`src/rtl/fetch_decode_queue_pkg.sv`:
```
// Shared definitions for the fetch/decode instruction queue.
package fetch_decode_queue_pkg;

  localparam int INSTR_W = 32;
  localparam int PC_W    = 32;
  localparam logic [31:0] NOP_INSTR = 32'b0;

  // Ceiling log2, never below 1 so a width derived from it is always legal.
  function automatic int fdq_clog2(input int v);
    int r;
    r = 1;
    for (int i = 1; i < 32; i++) begin
      if ((1 << i) < v) r = i + 1;
    end
    return r;
  endfunction

endpackage

```
`src/rtl/fetch_decode_queue_mem.sv`:
```
// Entry storage: DEPTH x W registers, one synchronous write port and one
// combinational read port. Contents are deliberately not reset.
module fetch_decode_queue_mem #(
  parameter int DEPTH = 4,
  parameter int W     = 64,
  parameter int AW    = 2
) (
  input  logic          clk,
  input  logic          we,
  input  logic [AW-1:0] waddr,
  input  logic [W-1:0]  wdata,
  input  logic [AW-1:0] raddr,
  output logic [W-1:0]  rdata
);

  logic [W-1:0] mem [DEPTH];

  // Write the selected entry on a qualified push.
  always_ff @(posedge clk) begin
    if (we) mem[waddr] <= wdata;
  end

  assign rdata = mem[raddr];

endmodule

```
`src/rtl/fetch_decode_queue.sv`:
```
// Instruction queue between fetch and decode. Buffers {pc, instr} pairs in
// FIFO order, drops everything on a redirect flush, no bypass path.
//
// Handshake: a transfer happens on a rising edge where valid and ready are
// both high. in_ready depends only on count (a pop never frees a slot in the
// same cycle); out_valid depends only on count; payloads are held stable
// while valid is high and not accepted.
module fetch_decode_queue #(
  parameter int DEPTH   = 4,
  parameter int INSTR_W = fetch_decode_queue_pkg::INSTR_W,
  parameter int PC_W    = fetch_decode_queue_pkg::PC_W
) (
  input  logic               clk,
  input  logic               rst,
  input  logic               in_valid,
  input  logic [INSTR_W-1:0] in_instr,
  input  logic [PC_W-1:0]    in_pc,
  output logic               in_ready,
  input  logic               flush,
  output logic               out_valid,
  output logic [INSTR_W-1:0] out_instr,
  output logic [PC_W-1:0]    out_pc,
  input  logic               out_ready,
  output logic [fetch_decode_queue_pkg::fdq_clog2(DEPTH+1)-1:0] count
);

  import fetch_decode_queue_pkg::*;

  localparam int PTR_W = fdq_clog2(DEPTH);
  localparam int CNT_W = fdq_clog2(DEPTH + 1);
  localparam int ENT_W = PC_W + INSTR_W;

  logic [PTR_W-1:0] rd_ptr, wr_ptr;
  logic [PTR_W-1:0] rd_ptr_nxt, wr_ptr_nxt;
  logic             push, pop;
  logic [ENT_W-1:0] head;

  assign in_ready  = (count < CNT_W'(DEPTH));
  assign out_valid = (count != '0);
  assign push      = in_valid & in_ready;
  assign pop       = out_valid & out_ready;

  assign wr_ptr_nxt = (wr_ptr == PTR_W'(DEPTH - 1)) ? '0 : wr_ptr + 1'b1;
  assign rd_ptr_nxt = (rd_ptr == PTR_W'(DEPTH - 1)) ? '0 : rd_ptr + 1'b1;

  // A push in a flush or reset cycle is discarded, so do not write storage.
  fetch_decode_queue_mem #(
    .DEPTH (DEPTH),
    .W     (ENT_W),
    .AW    (PTR_W)
  ) u_mem (
    .clk   (clk),
    .we    (push & ~flush & ~rst),
    .waddr (wr_ptr),
    .wdata ({in_pc, in_instr}),
    .raddr (rd_ptr),
    .rdata (head)
  );

  // Empty queue presents a NOP at pc 0 rather than stale storage.
  assign out_instr = out_valid ? head[INSTR_W-1:0] : INSTR_W'(NOP_INSTR);
  assign out_pc    = out_valid ? head[ENT_W-1:INSTR_W] : '0;

  // Pointer and occupancy update; reset beats flush, flush beats push/pop.
  always_ff @(posedge clk) begin
    if (rst || flush) begin
      count  <= '0;
      rd_ptr <= '0;
      wr_ptr <= '0;
    end else begin
      if (push) wr_ptr <= wr_ptr_nxt;
      if (pop)  rd_ptr <= rd_ptr_nxt;
      case ({push, pop})
        2'b10:   count <= count + 1'b1;
        2'b01:   count <= count - 1'b1;
        default: count <= count;
      endcase
    end
  end

endmodule

```
`config.mk`:
```
export PLATFORM = sky130hd
export DESIGN_NAME = fetch_decode_queue
export DESIGN_NICKNAME = d
export VERILOG_FILES = /design/src/rtl/fetch_decode_queue_pkg.sv /design/src/rtl/fetch_decode_queue_mem.sv /design/src/rtl/fetch_decode_queue.sv
export SDC_FILE = /design/constraint.sdc
export NUM_CORES = 1
export LEC_CHECK = 0
export ABC_CLOCK_PERIOD_IN_PS = 6700
export CAP_MARGIN = 20
export CORE_MARGIN = 10
export CORE_UTILIZATION = 45
export CTS_CLUSTER_SIZE = 28
export DETAILED_ROUTE_END_ITERATION = 10
export PLACE_DENSITY_LB_ADDON = 0.15
export SLEW_MARGIN = 20
export SYNTH_ARGS = -nofsm -noshare
export SYNTH_HDL_FRONTEND = slang
export SYNTH_SLANG_ARGS = --single-unit
```
`constraint.sdc`:
```
create_clock -name clk -period 6.7 [get_ports clk]
set_clock_uncertainty 0.1 [all_clocks]
set_input_delay 0.67 -clock clk [delete_from_list [all_inputs] [get_ports clk]]
set_output_delay 0.67 -clock clk [all_outputs]
set_load 0.02 [all_outputs]
```
Yosys cells after proc, flatten, opt, wreduce, memory -nomap -nowiden
Memories as Yosys holds them, arrays and structs flattened. A register that Yosys moved wholly into a read port is not among the register bits.
Index checks and enable logic that the tools add are counted.
{ "classes": {"n_mux": 9, "reduce_logical": 3, "n_bitwise": 6, "eq_ne": 4, "magnitude_cmp": 1, "addsub": 4} }
{ "op_table": {"columns": ["operator", "n"], "rows": [
  ["2-to-1 mux 32 bit", 4],
  ["adder 32 x 1 -> 32 bit, second input constant", 3],
  ["equality test 32 x 2 -> 1 bit, second input constant", 2],
  ["case mux 32 bit (2 select lines)", 1],
  ["< comparator 32 x 3 -> 1 bit, second input constant", 1],
  ["nonzero test 32 bit", 1],
  ["subtractor 32 x 1 -> 32 bit, second input constant", 1],
  ["AND 1 bit", 4],
  ["2-to-1 mux 2 bit", 2],
  ["equality test 2 x 1 -> 1 bit, second input constant", 1],
  ["equality test 2 bit, second input constant", 1],
  ["2-to-1 mux 1 bit", 2],
  ["NOT 1 bit", 2],
  ["nonzero test 2 bit", 1],
  ["logical OR 1 bit", 1]
]} }
{ "word_totals": {"n_memories": 1, "output_inout_bits": 98, "register_bits": 96, "mem_bits_rw": 256} }
{ "memory_table": {"columns": ["name", "depth", "width", "read_ports", "rd_clocked_by_memory_dff", "wr", "line", "text"], "rows": [
  ["u_mem.mem", 4, 64, 1, 1, 1, "fetch_decode_queue_mem.sv:16", "logic [W-1:0] mem [DEPTH];"]
]} }

Logic depth before layout (Yosys ltp)
Gate-level depths: netlist of the first run.
{ "depth": {"word_depth": 6, "depth_mapped": 17, "mapped_depth_nobuf": 16} }

Cells and area by module
Synthesis of the first run repeated with hierarchy kept, for this count alone.
{ "unflattened": {"cells_unflattened": 1126, "hier_area_um2": 15451.1} }
{ "modules_own_cells": {"columns": ["mod", "seq_area_each_um2", "instances", "cells_each", "area_per_inst_um2"], "rows": [
  ["fetch_decode_queue_mem", 7687.4, 1, 338, 9341.5],
  ["fetch_decode_queue", 1921.8, 1, 788, 6109.6]
]} }

Worst setup path before layout of the first run
No wires, ideal clock.
{ "synth_path": {"path_kind": "flip-flop to flip-flop", "startpoint": "reg count[18] (netlist name)", "endpoint": "reg count[26] (netlist name)", "n_path_buf": 0, "path_stages_with_launch": 17, "slack_ns": 1.793, "t_arrival_ns": 4.680, "t_required_ns": 6.473, "synth_period_minus_slack_ns": 4.907, "path_cell_list": "dfxtp_1 -> nor4_1 -> nand4_2 -> nor4_1 -> inv_1 -> nand2_1 -> inv_1 -> ha_1 -> fa_1 -> a211oi_1 -> o211ai_1 -> a32oi_1 -> nor2_1 -> or2_2 -> a21boi_0 -> xor2_1 -> o21ai_0"} }
{ "synth_via": {"elab_chain_len": 4} }
{ "synth_lines": {"columns": ["element", "line", "text"], "rows": [
  ["from (decl)", "fetch_decode_queue.sv:24", "output logic [fetch_decode_queue_pkg::fdq_clog2(DEPTH+1)-1:0] count"],
  ["from (signal assigned)", "fetch_decode_queue.sv:74", "2'b10: count <= count + 1'b1;"],
  ["from (signal assigned)", "fetch_decode_queue.sv:75", "2'b01: count <= count - 1'b1;"],
  ["from (signal assigned)", "fetch_decode_queue.sv:76", "default: count <= count;"],
  ["nonzero test 32 bit (*)", "fetch_decode_queue.sv:39", "assign out_valid = (count != '0);"],
  ["via out_valid", "fetch_decode_queue.sv:20", "output logic out_valid,"],
  ["AND 1 bit (*)", "fetch_decode_queue.sv:41", "assign pop = out_valid & out_ready;"],
  ["via pop", "fetch_decode_queue.sv:35", "logic push, pop;"],
  ["equality test 2 x 1 -> 1 bit / equality test 2 bit (equally long branches)", "fetch_decode_queue.sv:73", "case ({push, pop})"],
  ["case mux 32 bit (2 select lines) / nonzero test 2 bit (equally long branches)", null, null]
]} }
The timed path passes the listed nets; every way through them passes the cells marked *.
A chain may end at the register's enable or synchronous reset.

Worst setup path after layout of the first run
{ "layout_path": {"startpoint": "reg count[18] (netlist name)", "endpoint": "reg count[26] (netlist name)"} }
{ "layout_via": {"elab_chain_len": 4} }
{ "layout_lines": {"columns": ["element", "line"], "rows": [
  ["nonzero test 32 bit (*)", "fetch_decode_queue.sv:39"],
  ["AND 1 bit (*)", "fetch_decode_queue.sv:41"],
  ["via pop", "fetch_decode_queue.sv:35"],
  ["equality test 2 x 1 -> 1 bit / equality test 2 bit (equally long branches)", "fetch_decode_queue.sv:73"],
  ["case mux 32 bit (2 select lines) / nonzero test 2 bit (equally long branches)", null]
]} }
Marks and branches as above.

==> results.md, run 1 <==
* Primary FF master, synth: edfxtp_1
* Via count at 9603
* Total grt overflow at 0
* CP most frequent cell: inv_1
* Critical path's largest stage delay at 560 ps
* Root Driver: clkbuf_16
* Core area at 33700 um2
* Drt total wl at 33.13 mm
* Critical path type: reg -> reg
* CTS buffer count at 38
* Layout cell share with drive strength beyond 1 at 12.26%
* Setup TNS at 0 ps
* Syn Inst Count at 1131
* Final hold violations at 0
* Hold Path Class: reg -> reg
* Worst-Margin Slew at 1025 ps
* Die area at 42160 um2
* Fmax at 202.2 MHz
* Largest net degree at the start of global routing at 69
* Starting density of the core at 45.87%
* Setup WS pre-CTS at 1775 ps
* Yosys warnings at 0
* GPL Wtd Cong at 0.8242
* N_diodes at 0
* Max-Cap Viols at 0
* CTS tree: yes
* Yosys reg bits at 354
* Syn avg cell area at 13.67 um2
* DIE HEIGHT at 205.3 um
* Nature of the critical path startpoint: flop
* Area of the multi-input gates at 5582 um2
* Hold_ws at 398.6 ps
* Overall routing resource usage at 15.47%
* Ys async rst share at 0%
* Drc violations at 0
* First-pass iteration count of the detailed router at 5
* Port bufs at 166
* Ports at 167
* Post-synth net total at 1237
* Clock buffer depth at 3
* Post-CTS resize count at 0
* Initial antenna violation count at 0
* Critical Path RT at 6990 ps
* Register area share after synthesis at 62.43%
* First-pass GRT wire length at 52.33 mm
* Worst Setup End Kind: flop
* Worst skew pair latency at 520 ps
* Post-synth design cell area at 15460 um2
* Power density over cell area at 377.3 nW/um2
* CTS sink cnt at 354
* Fillers at 2783
* CTS H-tree depth at 2
* Period utilization at 73.83%
* Vias in the first global route at 9639
* Max stage delay cell, worst path: nor4_1
* RSZ-0062 raised after global routing: no
* NumNets Final at 1408
* Post-synth EDFFs at 256
* Row count at 67
* Drt via density at 5.401
* Placed Instances at 1710
* Pwr Total at 0.007119 W
* Hpwl dp at 20.89 mm
* Worst VDD drop at 221.5 uV
* Reg area at 9654 um2
* Leakage at 6.229 nW
* 1st-iter DRT viols at 486
* Slew Viols, Final at 0
* Slew HR at 31.66%
* Hold buffers post-CTS at 0
* Critical path arrival at 5240 ps
* DR WL/cell at 18.64 um
* Post-DRT Antenna Nets at 0
* Minimum clock period at 4947 ps
* P&R area growth vs syn at 22.06%
* CP max FO at 37
* CTS clk-pin slew, worst paths at 60 ps
* Setup bufs post-CTS at 0
* Final worst slack at 1753 ps
* Final setup violation count at 0
* Critical path, cell by cell: nor4_1, nand4_2, nor4_2, inv_1, nand2_1, inv_1, ha_1, buf_4, fa_1, a211oi_1, o211ai_1, a32oi_1, nor2_1, or2_2, a21boi_0, xor2_1, o21ai_0
* Non-filler cells, final at 1778
* Die X at 205.3 um
* Status: complete, no violations
* Unique masters post-synth at 62
layout by cell type (no fill, tap or decap), types with 24 or more instances in the layout:
cell	netlist	final
nor2b_1	65	65
xor2_1	24	24
ha_1	36	36
edfxtp_1	256	256
xnor2_1	52	52
dfxtp_1	98	96
mux4_2	64	64
nand2_1	41	41
clkbuf_16	0	40
o21ai_0	38	37
clkdlybuf4s50_1	0	166
a21oi_1	50	50
nor2_1	120	119
nand3_1	29	29
per-layer routing:
layer  up-vias  wire [um]  GRT usage, %
met5         -          0             0
li1       4611          -             -
met1      4747      14400         19.99
met4         0        430         3.413
met2       210      16280         26.35
met3        35       2024         3.192
final cells by class:
class                           count  area share (%)
Sequential cell                   354           51.17
Multi-Input combinational cell    707           29.58
Timing Repair Buffer              178           9.284
Clock buffer                       48           5.571
Tap cell                          448           2.971
Clock inverter                     20          0.9616
Inverter                           23          0.4576
cells in the mapped netlist, types with 17 or more instances:
master    instances  area share (%)
xor2_1           24             1.4
nand2_1          41             1.0
nor3_1           21            0.68
a21oi_1          50             1.6
ha_1             36             2.9
xnor2_1          52             2.9
nand4_1          17            0.69
inv_1            23            0.56
nor4_1           19            0.77
clkbuf_1         37            0.90
edfxtp_1        256              50
nor2b_1          65             2.6
nand3_1          29            0.94
mux4_2           64             9.3
o21ai_0          38             1.2
dfxtp_1          98              13
nor2_1          120             2.9
state kept, by name, summed over array words and instances, names as in the netlist, named ones only:
name       count
wr_ptr        32
count         32
rd_ptr        32
u_mem.mem    256
worst max-delay path, delay by kind of cell, from the launching register on:
family                   cells  cell delay, ps
XOR/XNOR                     1             170
AO/OA/AOI/OAI                5            1280
flip-flops                   1             340
buffers and inverters        3             450
AND/OR/NAND/NOR              6            1800
adder cells (fa/ha/maj)      2             650
where the power goes:
part           switching [W]  total (W)  leakage [nW]  internal (W)
combinational        0.00130    0.00247          2.53       0.00117
clock               0.000824    0.00205         0.601       0.00123
sequential          0.000125    0.00260          3.10       0.00247
total                0.00225    0.00712          6.23       0.00487
kinds of logic after synthesis:
logic type,count (synthesis),synth area share [%]
AO/OA/AOI/OAI,136,5.245
XOR/XNOR,76,4.306
adder cells (fa/ha/maj),37,3.044
buffers and inverters,70,1.732
flip-flops,354,62.43
multiplexers,73,9.908
AND/OR/NAND/NOR,385,13.34
worst paths after layout:
path                                  from         end  slack (ps)  depth (start not counted)
worst max register to register   count[18]   count[26]        1750                         17
worst min-delay path            rd_ptr[24]  rd_ptr[24]         400                          2
worst min register to register  rd_ptr[24]  rd_ptr[24]         400                          2
worst max-delay path             count[18]   count[26]        1750                         17
metrics by stage:
stage	instance area (um2)	utilization [%]
final	18870	55.99
after global routing	18870	55.99
after CTS	18870	55.99
after detailed placement	17630	52.33
after global placement	17630	52.33
after floorplan	15460	-
Power figures use the tool's default switching activity.
==> run 2: changes to the inputs <==
--- a/config.mk
+++ b/config.mk
@@ -5,7 +5,7 @@
 export SDC_FILE = /design/constraint.sdc
 export NUM_CORES = 1
 export LEC_CHECK = 0
-export ABC_CLOCK_PERIOD_IN_PS = 6700
+export ABC_CLOCK_PERIOD_IN_PS = 4500
 export CAP_MARGIN = 20
 export CORE_MARGIN = 10
 export CORE_UTILIZATION = 45
==> constraint.sdc (replaced) <==
create_clock -name clk -period 4.5 [get_ports clk]
set_clock_uncertainty 0.1 [all_clocks]
set_input_delay 0.45 -clock clk [delete_from_list [all_inputs] [get_ports clk]]
set_output_delay 0.45 -clock clk [all_outputs]
set_load 0.02 [all_outputs]
==> run 2 against run 1 <==
Global-route usage increased by 0.82 points. Register-to-register slack got worse by 1500 ps. Via count grew 0.94%. Count of clock-buffer cells in the layout increased by 14. Sequential power grew 46%. First-iteration DRC count rose by 10%. Largest power group is now combinational cells.
==> results.md, run 2 (synthesized netlist as in run 1, its figures left out) <==
* Overall routing resource usage at 16.30% (+0.82 points)
* Via count at 9693 (+0.94%)
* Most frequent cells in the layout: edfxtp_1, clkdlybuf4s50_1, nor2_1, dfxtp_1, nor2b_1
* Hold Path Class: reg -> reg
* Worst VDD drop at 329.2 uV (+49%)
* Drc violations at 0 (unchanged)
* Drt total wl at 34.86 mm (+5.2%)
* Status: complete, no violations
* Critical path type: reg -> reg
* Critical path arrival at 4530 ps (-710 ps)
* Port bufs at 166 (unchanged)
* Post-DRT Antenna Nets at 0 (unchanged)
* CTS sink cnt at 354 (unchanged)
* Die area at 42160 um2 (unchanged)
* Leakage at 6.383 nW (+2.5%)
* Ports at 167 (unchanged)
* Clock buffer depth at 3 (unchanged)
* Max-Cap Viols at 0 (unchanged)
* Hold buffers post-CTS at 0 (unchanged)
* Minimum clock period at 4224 ps (-723.0 ps)
* First-pass GRT wire length at 55.00 mm (+5.1%)
* CP most frequent cell: buf_4
* Row count at 67 (unchanged)
* CP max FO at 25 (-32%)
* Most flops, register: u_mem.mem
* Vias in the first global route at 9807 (+1.7%)
* Starting density of the core at 45.87% (unchanged)
* Layout cell share with drive strength beyond 1 at 13.85% (+1.6 points)
* Worst skew pair latency at 520 ps (about the same)
* CTS buffer count at 38 (unchanged)
* Hpwl dp at 22.66 mm (+8.5%)
* Critical path, cell by cell: nor4_1, buf_4, nand4_2, buf_4, nor3_4, inv_1, ha_2, buf_4, buf_4, ha_1, buf_4, and3_1, nor4_2, o211ai_1, a31o_2, a41oi_1, a21o_1, nand3_1
* Critical path's largest stage delay at 340 ps (-220 ps)
* CTS clk-pin slew, worst paths at 60 ps (about the same)
* First-pass iteration count of the detailed router at 5 (unchanged)
* NumNets Final at 1433 (+1.8%)
* Die X at 205.3 um (unchanged)
* Critical Path RT at 4800 ps (-2190 ps)
* Most common cell after layout, fill and taps aside: edfxtp_1
* Worst r2r path cells at 18 (+1)
* Slew HR at 35.98% (+4.3 points)
* Pwr Total at 0.01083 W (+52%)
* Core area at 33700 um2 (unchanged)
* Setup TNS at 0 ps (unchanged)
* Power density over cell area at 565.1 nW/um2 (+50%)
* CTS H-tree depth at 2 (unchanged)
* DR WL/cell at 19.30 um (+3.6%)
* 1st-iter DRT viols at 535 (+10%)
* Total grt overflow at 0 (unchanged)
* DIE HEIGHT at 205.3 um (unchanged)
* Final setup violation count at 0 (unchanged)
* Initial antenna violation count at 1 (+1)
* Critical path's top delay family: simple AND/OR/NAND/NOR gates
* Max reg flops at 256 (unchanged)
* Drt via density at 5.367 (-0.63%)
* GPL Wtd Cong at 0.8781 (+6.5%)
* RSZ-0062 raised after global routing: no
* Hold Crit Depth at 2 (unchanged)
* Final hold violations at 0 (unchanged)
* CTS tree: yes
* P&R area growth vs syn at 23.95%
* Root Driver: clkbuf_16
* Period utilization at 93.86% (+20 points)
* Fillers at 2721 (-2.2%)
* Nature of the critical path startpoint: flop
* Worst-Margin Slew at 952.9 ps (-72.13 ps)
* Largest net degree at the start of global routing at 69 (unchanged)
* Slew Viols, Final at 0 (unchanged)
* CP Buf/Inv Count at 6 (+3)
* Max stage delay cell, worst path: dfxtp_1
* Fmax at 236.8 MHz (+17%)
* Crit. path cell count at 18 (+1)
* Worst Setup End Kind: flop
run 2: changes by cell type in the layout (fill, tap and decap cells not counted), moves of 4 or more:
cell	before	now
clkinv_2	7	2
clkbuf_8	2	6
clkbuf_1	6	16
clkinv_1	5	0
buf_4	12	33
buf_12	0	4
run 2: worst register-to-register path, stage by stage (launching register included):
cell and delay [ps]:
dfxtp_1 340, nor4_1 320, buf_4 180, nand4_2 170
buf_4 200, nor3_4 160, inv_1 120, ha_2 240
buf_4 250, buf_4 230, ha_1 290, buf_4 160
and3_1 150, nor4_2 290, o211ai_1 190, a31o_2 300
a41oi_1 260, a21o_1 110, nand3_1 70
run 2: routing by layer:
metal  routed length (um)  part of all wire [%]  global-route usage (%)
met1                15340                    44                   21.47
met5                    0                     0                       0
met4                  455                   1.3                   3.413
met3                 2121                   6.1                   3.491
met2                16940                    49                   27.25
run 2: layout make-up:
class / instances / area, um2 / area share (%)
flip-flops and latches: 354 / 9657 / 50.40
multi-input cells: 707 / 5602 / 29.24
repair buffers: 203 / 1989 / 10.38
clock buffers: 62 / 1144 / 5.969
well taps: 448 / 560.5 / 2.926
clock inverters: 8 / 118.9 / 0.6204
inverters: 23 / 86.33 / 0.4506
diodes: 1 / 2.502 / 0.01306
run 2: worst paths after layout:
check | slack [ps] | endpoint | startpoint
max | 280 | count[31] | count[18]
min | 400 | rd_ptr[31] | rd_ptr[31]
max reg2reg | 280 | count[31] | count[18]
min reg2reg | 400 | rd_ptr[31] | rd_ptr[31]
run 2: report_power, final:
part	total [W]	internal [W]	switching (W)
Clock	0.00310	0.00186	0.00123
Sequential	0.00379	0.00368	0.000112
Combinational	0.00394	0.00186	0.00208
Total	0.0108	0.00740	0.00343
run 2: stage by stage:
stage                     util [%]  cells  cell area, um2  setup WS, ps  hold slack [ps]
after floorplan                  -   1131           15470         73.35            358.3
after CTS                    56.76   1804           19130         156.8            401.3
after global placement       53.02   1734           17870         196.9            374.7
final                        56.85   1806           19160         276.2            402.7
after detailed placement     53.02   1734           17870         191.8            389.0
after global routing         56.85   1805           19160         6.578            408.9
run 2: repair_timing:
| action | CTS | global route |
|---|---|---|
| setup endpoints to repair | 0 | 10 |
| resized for setup | 0 | 5 |
| buffers inserted | 0 | 1 |
==> run 3: changes to the inputs <==
--- a/config.mk
+++ b/config.mk
@@ -8,9 +8,10 @@
 export ABC_CLOCK_PERIOD_IN_PS = 4500
 export CAP_MARGIN = 20
 export CORE_MARGIN = 10
-export CORE_UTILIZATION = 45
+export CORE_UTILIZATION = 40
 export CTS_CLUSTER_SIZE = 28
 export DETAILED_ROUTE_END_ITERATION = 10
+export DONT_BUFFER_PORTS = 1
 export PLACE_DENSITY_LB_ADDON = 0.15
 export SLEW_MARGIN = 20
 export SYNTH_ARGS = -nofsm -noshare
==> run 3 against run 2 <==
Count of clock-buffer cells in the layout shrank 13. Register-to-register slack gained 70 ps. Power shrank 8.1%. Sequential power grew 2%. Flip-flop and latch count is the same. First-iteration DRC count shrank 4.9%. Utilization shrank 8.5 points. Worst setup slack gained 71 ps.
==> results.md, run 3 (synthesized netlist as in run 1, its figures left out) <==
* CP Buf/Inv Count at 4 (-2)
* Sw Share at 34.06% (+2.4 points)
* Overall routing resource usage at 15.10% (-1.2 points)
* Reg area at 9657 um2 (unchanged)
* Root Driver: clkbuf_16
* Worst VDD drop at 291.4 uV (-11%)
* Critical Path RT at 4830 ps (+30 ps)
* Placed Instances at 1656 (-4.5%)
* Final hold violations at 0 (unchanged)
* Net switching power at 0.003390 W (-1.0%)
* Combinational power share at 31.1% (-5.3 points)
* Ports at 167 (unchanged)
* First-pass GRT wire length at 56.21 mm (+2.2%)
* Die area at 46910 um2 (+11%)
* Port bufs at 0 (-100%)
* Hold Crit Depth at 3 (+1)
* Drc violations at 0 (unchanged)
* P&R area growth vs syn at 18.57%
* Drt via density at 5.208 (-3.0%)
* P_int at 0.006563 W (-11%)
* Total grt overflow at 0 (unchanged)
* Vias in the first global route at 9622 (-1.9%)
* Core area at 37930 um2 (+13%)
* Hold Path Class: in -> reg
* Die X at 216.6 um (+5.5%)
* CTS clk-pin slew, worst paths at 50 ps (about the same)
* Area of the multi-input gates at 5608 um2 (+0.11%)
* Crit. path cell count at 17 (-1)
* Row count at 71 (+6.0%)
* CTS tree: yes
* NumNets Final at 1356 (-5.4%)
* Clock buffer depth at 3 (unchanged)
* Worst-Margin Slew at 905.2 ps (-47.72 ps)
* Period utilization at 92.29% (-1.6 points)
* Nature of the critical path startpoint: flop
* Leakage at 6.116 nW (-4.2%)
* CTS sink cnt at 354 (unchanged)
* Critical path's largest stage delay at 460 ps (+120 ps)
* Fillers at 3333 (+22%)
* RSZ-0062 raised after global routing: no
* Status: complete, no violations
* Critical path's top delay family: compound AO/OA/AOI/OAI gates
* Power density over cell area at 543.1 nW/um2 (-3.9%)
* Layout cell share with drive strength beyond 1 at 16.37% (+2.5 points)
* Critical path type: reg -> reg
* Worst Setup End Kind: flop
* Initial antenna violation count at 1 (unchanged)
* Critical path arrival at 4480 ps (-50 ps)
* Post-DRT Antenna Nets at 0 (unchanged)
* Setup bufs post-CTS at 0 (unchanged)
* Pwr Total at 0.009953 W (-8.1%)
* Non-filler cells, final at 1788 (-1.0%)
* Via count at 9312 (-3.9%)
* Slew HR at 39.19% (+3.2 points)
* Fmax at 240.8 MHz (+1.7%)
* First-pass iteration count of the detailed router at 4 (-1)
* CTS H-tree depth at 2 (unchanged)
* Worst r2r path cells at 17 (-1)
* Setup TNS at 0 ps (unchanged)
* Most frequent cells in the layout: edfxtp_1, nor2_1, dfxtp_1, nor2b_1
* Max-Cap Viols at 0 (unchanged)
* Final worst slack at 346.8 ps (+70.63 ps)
* GPL Wtd Cong at 0.8678 (-1.2%)
* DIE HEIGHT at 216.6 um (+5.5%)
* Max reg flops at 256 (unchanged)
* DR WL/cell at 19.71 um (+2.1%)
* Final setup violation count at 0 (unchanged)
* Largest net degree at the start of global routing at 69 (unchanged)
* Starting density of the core at 40.75% (-5.1 points)
* Critical path, cell by cell: nor4_1, buf_4, nand4_2, buf_4, nor3_4, inv_1, ha_2, fa_1, a211oi_1, o211ai_1, a32oi_1, buf_4, nor2_1, or2_2, a21boi_0, xor2_1, o21ai_0
* 1st-iter DRT viols at 509 (-4.9%)
* Setup WS pre-CTS at 234.4 ps (+42.52 ps)
* Minimum clock period at 4153 ps (-70.63 ps)
* CTS buffer count at 39 (+2.6%)
* Most common cell after layout, fill and taps aside: edfxtp_1
* CP max FO at 13 (-48%)
* N_diodes at 0 (-1)
* Drt total wl at 35.24 mm (+1.1%)
* Worst skew pair latency at 560 ps (+40 ps)
* Most flops, register: u_mem.mem
* Seq pwr share at 38.7% (+3.7 points)
* Clock power share at 30.2% (+1.6 points)
* Slew Viols, Final at 0 (unchanged)
* Max stage delay cell, worst path: fa_1
* CP most frequent cell: buf_4
* Hpwl dp at 23.18 mm (+2.3%)
run 3: changes by cell type in the layout (fill, tap and decap cells not counted), moves of 2 or more:
cell and delta:
dlygate4sd3_1 +64, buf_4 +25, clkinv_1 +6, clkbuf_1 -6, clkdlybuf4s50_1 -166, clkbuf_8 -6
clkinv_2 +2
run 3: what timing repair did:
action,in CTS,in global routing
gates resized for setup,0,3
endpoints found under the hold margin,256,0
hold buffers,64,0
endpoints found under the setup margin,0,6
run 3: routing by layer:
layer,vias up,GRT usage (%),wire length [um]
li1,4502,-,-
met4,2,4.684,689
met2,186,24.47,16640
met5,-,0,13
met3,47,4.136,2093
met1,4575,19.32,15810
run 3: power groups by stage:
stage	clock network [W]	logic (W)	registers [W]
after floorplan	0	0.00237	0.00384
after global placement	0	0.00308	0.00393
after detailed placement	0	0.00308	0.00393
after CTS	0.00310	0.00316	0.00386
after global routing	0.00323	0.00339	0.00389
final	0.00300	0.00310	0.00385
run 3: final cells by class:
cell class	instances	share of cell area [%]
clock buffers	49	5.530
flip-flops and latches	354	52.69
well taps	511	3.489
multi-input cells	707	30.60
clock inverters	19	1.024
repair buffers	125	6.199
inverters	23	0.4711
run 3: worst paths after layout:
path / startpoint / end / slack (ps)
min reg2reg: rd_ptr[31] / rd_ptr[31] / 400
max reg2reg: count[18] / count[26] / 350
max: count[18] / count[26] / 350
min: out_ready / flop / 120
run 3: through the flow:
stage          hold WS [ps]  area [um2]  util [%]
4_1_cts               85.50       18310     48.28
5_1_grt               108.2       18330     48.32
6_report              119.0       18330     48.32
3_3_place_gp          385.0       16470     43.42
3_5_place_dp          393.3       16470     43.42
2_1_floorplan         358.3       15470         -
run 3: worst register-to-register path, stage by stage, from the launching register on:
cell	delay (ps)
dfxtp_1	310
nor4_1	280
buf_4	170
nand4_2	170
buf_4	200
nor3_4	170
inv_1	130
ha_2	320
fa_1	460
a211oi_1	330
o211ai_1	200
a32oi_1	250
buf_4	170
nor2_1	70
or2_2	280
a21boi_0	200
xor2_1	150
o21ai_0	80
